File: config.mk
export PLATFORM = sky130hd
export DESIGN_NAME = mem_port_arbiter
export DESIGN_NICKNAME = d
export VERILOG_FILES = /design/src/rtl/mem_port_arbiter.sv
export SDC_FILE = /design/constraint.sdc
export NUM_CORES = 1
export LEC_CHECK = 0
export BUFFER_PORTS_ARGS = -buffer_cell sky130_fd_sc_hd__buf_2
export CAP_MARGIN = 25
export CORE_ASPECT_RATIO = 0.8
export CORE_UTILIZATION = 48
export CTS_CLUSTER_DIAMETER = 80
export CTS_CLUSTER_SIZE = 20
export DETAILED_ROUTE_END_ITERATION = 16
export PLACE_DENSITY = 0.88
export SLEW_MARGIN = 20
export SYNTH_ARGS = -nofsm -noshare
export SYNTH_HDL_FRONTEND = slang
export SYNTH_SLANG_ARGS = --single-unit
File: constraint.sdc
create_clock -name CLK -period 4.2 [get_ports CLK]
set_clock_uncertainty 0.2 [all_clocks]
set_input_delay 0.42 -clock CLK [delete_from_list [all_inputs] [get_ports CLK]]
set_output_delay 0.42 -clock CLK [all_outputs]
set_load 0.1 [all_outputs]
File: src/rtl/mem_port_arbiter.sv
// Round-robin arbiter sharing one memory command port between N_REQ requesters.
// Registered outputs throughout; a watchdog turns a stuck WAIT into an error ack.
module mem_port_arbiter #(
  parameter int N_REQ   = 2,
  parameter int AW      = 32,
  parameter int DW      = 32,
  parameter int TIMEOUT = 255
) (
  input  logic                CLK,
  input  logic                RST_N,
  input  logic [N_REQ-1:0]    req,
  input  logic [N_REQ-1:0]    req_we,
  input  logic [N_REQ*AW-1:0] req_addr,
  input  logic [N_REQ*DW-1:0] req_wdata,
  output logic [N_REQ-1:0]    ack,
  output logic [DW-1:0]       rdata,
  output logic                err,
  output logic                mem_start,
  output logic                mem_we,
  output logic [AW-1:0]       mem_addr,
  output logic [DW-1:0]       mem_wdata,
  input  logic [DW-1:0]       mem_rdata,
  input  logic                mem_done,
  output logic                busy
);

  localparam int GW = (N_REQ > 1) ? $clog2(N_REQ) : 1;
  localparam int CW = (TIMEOUT > 0) ? $clog2(TIMEOUT + 1) : 1;
  localparam logic [CW-1:0] CLAST =
    CW'((TIMEOUT > 0) ? TIMEOUT - 1 : 0);

  typedef enum logic [1:0] {
    IDLE,
    ISSUE,
    WAIT,
    RESP
  } state_t;

  state_t            state_q, state_d;
  logic [GW-1:0]     last_q, last_d;
  logic [GW-1:0]     grant_q, grant_d;
  logic [CW-1:0]     cnt_q, cnt_d;
  logic [GW-1:0]     win, cand;
  logic              found;
  logic              timeout;

  logic [N_REQ-1:0]  ack_d;
  logic [DW-1:0]     rdata_d;
  logic              err_d;
  logic              mem_start_d;
  logic              mem_we_d;
  logic [AW-1:0]     mem_addr_d;
  logic [DW-1:0]     mem_wdata_d;
  logic              busy_d;

  // Scan upward from the slot after the last winner, wrapping once.
  always_comb begin
    found = 1'b0;
    win   = last_q;
    cand  = '0;
    for (int k = 1; k <= N_REQ; k++) begin
      cand = GW'((int'(last_q) + k) % N_REQ);
      if (!found && req[cand]) begin
        found = 1'b1;
        win   = cand;
      end
    end
  end

  assign timeout = (TIMEOUT != 0) && (state_q == WAIT) &&
                   !mem_done && (cnt_q == CLAST);

  always_ff @(posedge CLK or negedge RST_N) begin
    if (!RST_N) begin
      state_q   <= IDLE;
      last_q    <= GW'(N_REQ - 1);
      grant_q   <= '0;
      cnt_q     <= '0;
      ack       <= '0;
      rdata     <= '0;
      err       <= 1'b0;
      mem_start <= 1'b0;
      mem_we    <= 1'b0;
      mem_addr  <= '0;
      mem_wdata <= '0;
      busy      <= 1'b0;
    end else begin
      state_q   <= state_d;
      last_q    <= last_d;
      grant_q   <= grant_d;
      cnt_q     <= cnt_d;
      ack       <= ack_d;
      rdata     <= rdata_d;
      err       <= err_d;
      mem_start <= mem_start_d;
      mem_we    <= mem_we_d;
      mem_addr  <= mem_addr_d;
      mem_wdata <= mem_wdata_d;
      busy      <= busy_d;
    end
  end

  always_comb begin
    state_d = state_q;
    unique case (state_q)
      IDLE:    if (found) state_d = ISSUE;
      ISSUE:   state_d = WAIT;
      WAIT:    if (mem_done || timeout) state_d = RESP;
      RESP:    state_d = IDLE;
      default: state_d = IDLE;
    endcase
  end

  always_comb begin
    last_d      = last_q;
    grant_d     = grant_q;
    cnt_d       = cnt_q;
    ack_d       = '0;
    rdata_d     = rdata;
    err_d       = 1'b0;
    mem_start_d = 1'b0;
    mem_we_d    = mem_we;
    mem_addr_d  = mem_addr;
    mem_wdata_d = mem_wdata;
    busy_d      = (state_d != IDLE);
    unique case (1'b1)
      (state_q == IDLE): begin
        if (found) begin
          last_d      = win;
          grant_d     = win;
          mem_start_d = 1'b1;
          mem_we_d    = req_we[win];
          mem_addr_d  = req_addr[win*AW +: AW];
          mem_wdata_d = req_wdata[win*DW +: DW];
        end
      end
      (state_q == ISSUE): cnt_d = '0;
      (state_q == WAIT): begin
        if (mem_done) begin
          rdata_d = mem_rdata;
        end else if (timeout) begin
          rdata_d = '0;
          err_d   = 1'b1;
        end else if (cnt_q != {CW{1'b1}}) begin
          cnt_d = cnt_q + 1'b1;
        end
      end
      default: ;
    endcase
    if (state_d == RESP) ack_d[grant_q] = 1'b1;
  end

endmodule

# Word level (Yosys, flattened, before mapping)
# Cells that the tools add are included.
[totals] register_bits=114
[classes] shift=2 n_addsub=3 muxes=27 reduce_logical=14 magnitude_cmp=5 n_eq_ne=9
[ops] cell="$shiftx 64x7->32" n=2
[ops] cell="$mux 32" n=2
[ops] cell="$mux 8" n=3
[ops] cell="$mux 1" n=16
[ops] cell="$pmux 8 s2" n=1
[ops] cell="$add 8x1->8 const B" n=1
[ops] cell="$eq 8x8->1 const B" n=1
[ops] cell="$lt 1x2->1 const B" n=4
[ops] cell="$ne 8x8->1 const B" n=1
[ops] cell="$pmux 2 s4" n=1
[ops] cell="$eq 2x2->1 const B" n=3
[ops] cell="$mux 2" n=3
[ops] cell="$reduce_bool 2->1" n=3
[ops] cell="$logic_and 1x1->1" n=4
[ops] cell="$ne 2x2->1 const B" n=2
[ops] cell="$reduce_and 2->1" n=2
[ops] cell="$reduce_and 4->1" n=1
[ops] cell="$add 1x1->1 const B" n=2
[ops] cell="$eq 2x1->1 const B" n=1
[ops] cell="$logic_not 1->1" n=2
[ops] cell="$logic_not 2->1" n=1
[ops] cell="$ne 2x1->1 const B" n=1
[ops] cell="$demux 1 s1" n=1
[ops] cell="$ge 1x1->1 const B" n=1
[ops] cell="$logic_or 1x1->1" n=1

# Depth between registers and ports, before layout
[logic_depth] word_depth=11 ltp_mapped=7

# Worst setup path before layout
# OpenSTA, ideal clock, no wires.
[synth_timing] path_type="register to register" from="register state_q[0]" to="register cnt_q[5]" stages_incl_launch_ff=7 path_buffers=0 slack_ns=2.212 synth_period_minus_slack_ns=1.988 arrival_time_ns=1.710 cell_sequence="dfrtp_1 > inv_1 > ha_1 > and2b_2 > o211ai_4 > or4_1 > a21oi_1"
[synth_via] elab_chain_cells=5
[synth_rtl] item="start, declared" line="39" text="state_t state_q, state_d;"
[synth_rtl] item="start signal, assigned" line="88" text="state_q <= state_d;"
[synth_rtl] item="$eq 2x2->1" line="70, 138"
[synth_rtl] item="$logic_and 1x1->1" line="70" text="assign timeout = (TIMEOUT != 0) && (state_q == WAIT) &&"
[synth_rtl] item="$logic_and 1x1->1" line="71" text="!mem_done && (cnt_q == CLAST);"
[synth_rtl] item="$ne 2x2->1 (no line)"
[synth_rtl] item="$reduce_and 4->1 (no line)"
[synth_rtl] item="end signal, assigned" line="91" text="cnt_q <= cnt_d;"
[synth_rtl] item="end, declared" line="42" text="logic [CW-1:0] cnt_q, cnt_d;"
# Parallel ways exist; a longest one is shown, timed or not.
# A chain may end at the register's enable or synchronous reset.

# Worst setup path in the final report
# Same ends and word-level chain as after synthesis.

==> reports/results.txt <==
Final setup fails: 0
Die width: 116 um
Post-CTS sizing: 0
Fillers: 674
Crit Path Max Fanout: 9
Clock sink count: 114
Hold_sp: mem_rdata[16]
Worst skew pair latency: 0.40 ns
Asr flop ratio synth: 1.00
WL/cell: 15.6 um
Gpl congestion: 0.796
Status: complete, no violations
RSZ-0062 raised after global routing: false
Cell variety after synth: 35
CP required: 4.31 ns
Worst-path clk slew: 0.05 ns
Hold Fails Final Rpt: 0
Net Count, Synth: 613
Hold_buf cts: 0
Actual slew at the worst max-slew pin: 0.711 ns
Max Buffers Root-to-Sink: 2
DR vias/cell: 5.09
Yosys reg bits: 114
Fmax achieved: 0.456 GHz
Endpoint type of the worst setup path: register
Vias in the first global route: 4,229
Vias: 4,356
Top FF cell, synth: dfrtp_1
Initial DRC Count: 215
Period utilization: 0.522
Die area: 0.0107 mm^2
WP data arrival: 2.31 ns
Initial Utilization: 0.504
Post-Syn Instances: 440
Syn Std Cell Area: 0.00495 mm^2
Hold Crit Depth: 2
Critical path class: register to register
Hold WC Path Type: input pin to register
# diodes: 0
Slew Viols, Final: 0
Total GRT Usage: 0.250
Die Y: 92.8 um
Final wirelength: 13.3 mm
YS warnings: 0
Largest net degree at the start of global routing: 81
Total grt overflow: 0
TritonRoute pass-1 iters: 4
Slew margin rel.: 0.525
# IOs: 269
Detail Route met2 WL: 6.97 mm
Reg2reg setup slack: 2.01 ns
Crit path launch type: register
Htree depth: 4
CTS root buffer: clkbuf_16
Layout cells sized above 1: 0.438
Hold Crit Endpoint: rdata[16]
FF-to-FF Start: state_q[0]
HPWL after DPL: 9.66 mm
IO buf count: 268
Mapped Avg Cell Area: 11.2 um^2
DRT met1 WL: 5.12 mm
Antenna-violating nets left: 0
Post-synth EDFFs: 0
Initial antenna violation count: 0
Num CTS Buffers: 17
CTS tree: done
Number of setup buffers added after CTS: 0
Max layer used: met4
# DRC: 0
Post-layout net count: 880
Max Cap Viol: 0
Fraction of the yosys area taken by sequential cells: 0.577
Worst reg2reg path depth: 6
Cell row count: 32
First-pass GRT wire length: 20.1 mm
Metal3 WL: 1.01 mm
Area delta synth->final: 45.4%
Setup Total Neg Slack: 0 ns
Tmin final: 2.19 ns
Worst reg2reg endpoint: cnt_q[5]
Core area: 0.00981 mm^2
==> placed cells by master (no fill, tap or decap), drive strengths merged, types with 6 or more instances in the layout <==
cell,netlist,layout
a22o,32,32
ha,6,6
mux2i,67,67
buf,14,275
nand2,73,73
clkbuf,14,19
bufinv,0,6
o21ai,70,70
dfrtp,113,113
==> logic make-up after synthesis <==
family                   share of synthesized area
buffers and inverters                       0.0301
AND/OR/NAND/NOR                             0.0913
multiplexers                                 0.136
flip-flops                                   0.577
adder cells (fa/ha/maj)                     0.0152
AO/OA/AOI/OAI                                0.151
==> worst max path at each step <==
stage	from	end	slack (ns)	cells past startpoint
CTS	state_q[0]	rdata[18]	1.66	6
global placement	req[1]	mem_addr[18]	1.74	5
detailed placement	req[1]	mem_addr[13]	1.65	5
finish	state_q[0]	cnt_q[5]	2.01	6
floorplan	state_q[0]	cnt_q[5]	2.21	6
global route	state_q[0]	rdata[18]	1.86	6
==> cell usage after synthesis (2+ instances only) <==
master	number	area share
o21ai_1	2	0.0020
a211oi_1	2	0.0030
mux2i_1	67	0.14
nand2_1	73	0.055
buf_4	3	0.0046
o21ai_0	68	0.069
buf_2	11	0.011
clkbuf_1	14	0.011
nor3_1	4	0.0040
ha_1	6	0.015
a21oi_1	4	0.0040
nand3_1	5	0.0051
nor2_1	5	0.0038
dfrtp_1	113	0.57
nand2b_1	4	0.0051
or4_1	2	0.0030
a22o_1	32	0.057
inv_1	5	0.0038
o31ai_1	4	0.0061
==> layer usage <==
layer  track usage  vias to the layer above
met4        0.0920                        0
li1              -                     2103
met5             0                        -
met3        0.0818                       20
met1         0.281                     2036
met2         0.441                      197
==> area by class of cell <==
type	count	area, um^2	share of cell area
flip-flops and latches	114	2850	0.397
inverters	5	18.8	0.00261
well taps	136	170	0.0237
clock inverters	13	231	0.0322
multi-input cells	293	1980	0.275
repair buffers	276	1490	0.207
clock buffers	19	453	0.0630
==> state kept, by name, summed over array words and instances, names as in the netlist <==
signal and cells:
err 1, grant_q 1, rdata 32, busy 1, state_q 2, mem_we 1, last_q 1, mem_start 1
ack 2, mem_wdata 32, mem_addr 32, cnt_q 8
==> per-stage QoR <==
stage / worst slack [ns] / instance area [um^2] / util / hold slack [ns] / cells
6_report: 2.01 / 7190 / 0.733 / 0.0438 / 856
5_1_grt: 1.86 / 7190 / 0.733 / 0.0369 / 856
4_1_cts: 1.66 / 7120 / 0.726 / 0.00728 / 853
3_5_place_dp: 1.65 / 6440 / 0.657 / 0.264 / 821
3_3_place_gp: 1.74 / 6410 / 0.654 / 0.256 / 820
2_1_floorplan: 2.21 / 4950 / - / -0.0756 / 440
==> critical path, cell delays in order, from the launching register on <==
cell and delay (ns):
dfrtp_1 0.37, inv_1 0.09, ha_1 0.29, and2b_2 0.33
o211ai_4 0.13, or4_1 0.51, a21oi_1 0.18
Power is not shown: default switching activity piles up to over one toggle a cycle in this logic, so the estimate is an artifact.
